File: config.mk
export PLATFORM = sky130hd
export DESIGN_NAME = resource_arbiter
export DESIGN_NICKNAME = d
export VERILOG_FILES = /design/src/rtl/resource_arbiter.sv
export SDC_FILE = /design/constraint.sdc
export NUM_CORES = 1
export LEC_CHECK = 0
export ABC_CLOCK_PERIOD_IN_PS = 2800
export CORE_UTILIZATION = 40
export DETAILED_ROUTE_END_ITERATION = 7
export GPL_ROUTABILITY_DRIVEN = 0
export PLACE_DENSITY = 0.93
export RECOVER_POWER = 25
export SLEW_MARGIN = 5
export SYNTH_ARGS = -nofsm -noshare
export SYNTH_HDL_FRONTEND = slang
export SYNTH_SLANG_ARGS = --single-unit
File: constraint.sdc
create_clock -name clk -period 2.8 [get_ports clk]
set_input_delay 0.56 -clock clk [delete_from_list [all_inputs] [get_ports clk]]
set_output_delay 0.56 -clock clk [all_outputs]
set_load 0.03 [all_outputs]
File: src/rtl/resource_arbiter.sv
// resource_arbiter: round-robin arbiter in front of a fixed-latency shared
// resource. A grant in cycle t issues the winner's data in t+1. The result is
// sampled RES_LAT cycles after issue and returned to the winning requester one
// cycle later. flush or reset discards every in-flight transaction silently.
module resource_arbiter #(
  parameter int N_REQ   = 4,
  parameter int DATA_W  = 32,
  parameter int RES_LAT = 2
) (
  input  logic                    clk,
  input  logic                    reset,
  input  logic [N_REQ-1:0]        arb_req,
  input  logic [N_REQ*DATA_W-1:0] req_data,
  input  logic                    arb_enable,
  input  logic                    flush,
  output logic [N_REQ-1:0]        arb_grant,
  output logic                    res_in_valid,
  output logic [DATA_W-1:0]       res_in_data,
  input  logic [DATA_W-1:0]       res_out_data,
  output logic [N_REQ-1:0]        rsp_valid,
  output logic [DATA_W-1:0]       rsp_data,
  output logic                    busy
);

  localparam int IDX_W = (N_REQ > 1) ? $clog2(N_REQ) : 1;

  // round-robin pointer: first index searched on the next arbitration
  logic [IDX_W-1:0] ptr_reg;
  logic [IDX_W-1:0] ptr_next;

  // combinational arbitration result
  logic [N_REQ-1:0] grant;
  logic             gnt_any;
  logic [IDX_W-1:0] gnt_idx;
  logic [IDX_W-1:0] cand;

  // issue register feeding the resource
  logic             iss_valid_reg;
  logic [IDX_W-1:0] iss_idx_reg;
  logic [DATA_W-1:0] iss_data_reg;

  // in-flight tracking: stage RES_LAT-1 lines up with res_out_data
  logic [RES_LAT-1:0] pipe_valid_reg;
  logic [IDX_W-1:0]   pipe_idx_reg [RES_LAT];

  // response register
  logic              rsp_valid_reg;
  logic [IDX_W-1:0]  rsp_idx_reg;
  logic [DATA_W-1:0] rsp_data_reg;

  // search ptr, ptr+1, ... (mod N_REQ); grants are suppressed in reset, flush and disable
  always_comb begin
    grant   = '0;
    gnt_any = 1'b0;
    gnt_idx = '0;
    cand    = '0;
    if (reset && arb_enable && !flush) begin
      for (int k = 0; k < N_REQ; k++) begin
        cand = IDX_W'((int'(ptr_reg) + k) % N_REQ);
        if (!gnt_any && arb_req[cand]) begin
          gnt_any = 1'b1;
          gnt_idx = cand;
        end
      end
      if (gnt_any) begin
        grant[gnt_idx] = 1'b1;
      end
    end
  end

  // pointer moves just past the winner; N_REQ need not be a power of two
  always_comb begin
    ptr_next = ptr_reg;
    if (gnt_any) begin
      ptr_next = (int'(gnt_idx) == N_REQ - 1) ? '0 : gnt_idx + 1'b1;
    end
  end

  // pointer register
  always_ff @(posedge clk) begin
    if (!reset) begin
      ptr_reg <= '0;
    end else begin
      ptr_reg <= ptr_next;
    end
  end

  // capture the granted slice; data holds when nothing is issued
  always_ff @(posedge clk) begin
    if (!reset) begin
      iss_valid_reg <= 1'b0;
      iss_idx_reg   <= '0;
      iss_data_reg  <= '0;
    end else begin
      iss_valid_reg <= gnt_any && !flush;
      if (gnt_any) begin
        iss_idx_reg  <= gnt_idx;
        iss_data_reg <= req_data[int'(gnt_idx)*DATA_W +: DATA_W];
      end
    end
  end

  // shift valid/index alongside the resource latency; flush kills every stage
  always_ff @(posedge clk) begin
    if (!reset || flush) begin
      pipe_valid_reg <= '0;
    end else begin
      pipe_valid_reg[0] <= iss_valid_reg;
      for (int k = RES_LAT - 1; k > 0; k--) begin
        pipe_valid_reg[k] <= pipe_valid_reg[k-1];
      end
    end
  end

  // index travels with the valid bit; it is meaningless while the bit is low
  always_ff @(posedge clk) begin
    if (!reset) begin
      for (int k = 0; k < RES_LAT; k++) begin
        pipe_idx_reg[k] <= '0;
      end
    end else begin
      pipe_idx_reg[0] <= iss_idx_reg;
      for (int k = RES_LAT - 1; k > 0; k--) begin
        pipe_idx_reg[k] <= pipe_idx_reg[k-1];
      end
    end
  end

  // sample the resource result on the cycle it is valid; data holds otherwise
  always_ff @(posedge clk) begin
    if (!reset) begin
      rsp_valid_reg <= 1'b0;
      rsp_idx_reg   <= '0;
      rsp_data_reg  <= '0;
    end else begin
      rsp_valid_reg <= pipe_valid_reg[RES_LAT-1] && !flush;
      if (pipe_valid_reg[RES_LAT-1] && !flush) begin
        rsp_idx_reg  <= pipe_idx_reg[RES_LAT-1];
        rsp_data_reg <= res_out_data;
      end
    end
  end

  // one-hot response strobe toward the owning requester
  generate
    for (genvar gi = 0; gi < N_REQ; gi++) begin : g_rsp
      assign rsp_valid[gi] = rsp_valid_reg && (rsp_idx_reg == IDX_W'(gi));
    end
  endgenerate

  assign arb_grant    = grant;
  assign res_in_valid = iss_valid_reg;
  assign res_in_data  = iss_data_reg;
  assign rsp_data     = rsp_data_reg;
  assign busy         = iss_valid_reg || (|pipe_valid_reg) || rsp_valid_reg;

endmodule

==> metrics.txt <==
outcome=completed; final std cells w/o fill=about 830; CP max-delay cell=clkdlybuf4s50_1; CTS Hold Bufs=0; pre-CTS setup slack=0.03261 ns; CTS sink count=between 70 and 80; pwr dens=between 400 and 500 nW/um2; I/O Pins=between 200 and 250; top cell type's share of synthesized area=0.4027; nets@finish=~860; critical path class=in -> out; Iter 0 DRT Violations=~180; gr usage total=0.2597; crit-path max cell delay=between 0.4 and 0.5 ns; Rel. slew slack=0.2112; number of CTS-inserted buffers=9; fin worst setup slack=between 0.09 and 0.1 ns; Routed WL=~13000 um; largest cells by area after synthesis=dfxtp_1, o21ai_0, a32oi_1; Synth async-reset ratio=0; Period minus WS final=roughly 2.7 ns; vias per inst=roughly 5.5; total grt overflow=0; mean post-synth cell area=between 8 and 9 um2; drt first pass iters=5; Post-synth EDFFs=0; Clock Power Share=0.323; final hold vios=0; Max-Cap Viols=0; CP arrival=between 2 and 2.5 ns; Syn. warnings=0; DRC viols=0; final slew viol count=0; fraction of layout instances using a drive strength above 1=0.07020; first-pass GRT wire length=around 21000 um; CTS H-Tree Depth=3; CTS Root Cell=clkbuf_8; number of global-route vias before repair=about 4400; Max Root-Sink Buffers=2; f_max=around 0.37 GHz; die outline width=100.5 um; Slew @ Worst Pin=1.183 ns; Fillers=slightly above 700; DIE AREA=between 10000 and 15000 um2; Setup Viol. Count Final=0; Post-synth top cells=dfxtp_1, nand2_1, o21ai_0, a21boi_0, nand3_1; sequential element share of the synthesized area=0.4027; Setup TNS Final=0 ns; worst reg2reg path depth=6; VDD IR max=0.2186 mV; dpl hpwl=a little under 10000 um; Worst setup EP type=output pin; initial antenna violation count=1; RSZ-0062 raised after global routing=false; placed cells=811; post-layout util=0.7036; worst-skew pair later-pin latency=approximately 0.34 ns; hold crit path type=reg -> reg; Max FO, Critical Path=4; Cells after Synth=roughly 470; switching pwr=roughly 770 uW; hold path depth=1; Clock Skew=between 0.01 and 0.015 ns; post-CTS sizing=0; Die Y=roughly 100 um; Seq pwr share=0.428; Clock Pin Slew Worst Setup and Hold Paths=approximately 0.080 ns; Post-synth top flop=dfxtp_1; Setup Fix Bufs, Post-CTS=0; worst-path cell chain=clkdlybuf4s50_1, and2b_1, nand2_1, or2_2, inv_2, nand2b_1, nor2_1, buf_12; via count=4579; Power Internal=around 1900 uW; Syn Std Cell Area=3877 um2; routed len/inst=roughly 16 um; Final Cycle Share=0.9643; Leakage=approximately 0.0023 uW; Post-DRT Antenna Nets=0; Distinct cells, synth=37; WP data required=approximately 2.2 ns; Syn-to-layout area delta=69.25%; Comb power frac=0.249; most frequent cell after synthesis=dfxtp_1; Yosys top cell by area=dfxtp_1; I/O Buffers=around 240; initial cell density of the core=0.4157; CTS tree=yes; core box area=just over 9000 um2; Sw Ratio=0.2862; largest net degree at the start of global routing=75; # rows=35; Synth Register Bits=between 70 and 80; Post-Syn Nets=approximately 640; crit path launch type=input port
[logic make-up after synthesis]
family                 share of synthesized area
AND/OR/NAND/NOR                           0.1620
multiplexers                            0.002582
flip-flops                                0.4027
buffers and inverters                    0.06809
AO/OA/AOI/OAI                             0.3624
XOR/XNOR                                0.002259
[final cells by class]
type,instances,area (um2),share of cell area
Timing Repair Buffer,259,2554,0.3891
Tap cell,129,161.4,0.02459
Sequential cell,78,1562,0.2379
Clock buffer,9,123.9,0.01888
Multi-Input combinational cell,343,2072,0.3157
Antenna cell,1,2.502,0.0003813
Clock inverter,7,80.08,0.01220
Inverter,2,7.507,0.001144
[stage by stage]
step	hold WS, ns	cell area (um2)	power [uW]
floorplan	0.4119	3877	1485
global placement	0.4140	6356	1836
detailed placement	0.4271	6356	1850
CTS	0.4462	6560	2716
global route	0.4769	6563	2815
finish	0.4422	6563	2704
[final timing paths]
path                                         start            endpoint  slack, ns
worst max-delay path                         flush        arb_grant[2]        0.1
worst min-delay path            pipe_idx_reg[0][0]  pipe_idx_reg[1][0]       0.44
worst max register to register          ptr_reg[1]     res_in_data[21]       0.66
worst min register to register  pipe_idx_reg[0][0]  pipe_idx_reg[1][0]       0.44
[cells in the final DEF (no fill, tap or decap), types with 2 or more instances in the layout]
master and n:
buf_4 18, nand3_1 33, a31oi_1 32, inv_6 3
o21ai_0 66, buf_12 2, clkbuf_8 9, a21o_1 32
nor2_1 4, a21oi_1 3, a21boi_0 35, clkdlybuf4s50_1 235
and2_1 8, nand2b_1 2, nor2b_1 3, a32oi_1 32
dfxtp_1 78, o21a_1 2, nand2_1 71
[power groups by stage]
| stage | clock [uW] | sequential [uW] | combinational, uW |
|---|---|---|---|
| 6_report | 873 | 1160 | 673 |
| 5_1_grt | 936 | 1160 | 718 |
| 4_1_cts | 888 | 1160 | 671 |
| 3_5_place_dp | 0 | 1180 | 667 |
| 3_3_place_gp | 0 | 1180 | 655 |
| 2_1_floorplan | 0 | 1230 | 258 |
[routing by layer]
| layer | vias to the layer above | wire length, um | GRT usage |
|---|---|---|---|
| met1 | 2139 | 5168 | 0.2821 |
| met2 | 234 | 6972 | 0.4874 |
| met4 | 0 | 317 | 0.1104 |
| met3 | 24 | 1000 | 0.05201 |
| met5 | - | 0 | 0 |
| li1 | 2182 | - | - |
[worst max-delay path, delay by kind of cell]
family | cells | cell delay (ns)
simple gates | 5 | 0.92
buf+inv | 3 | 0.66
Power figures use the tool's default switching activity.
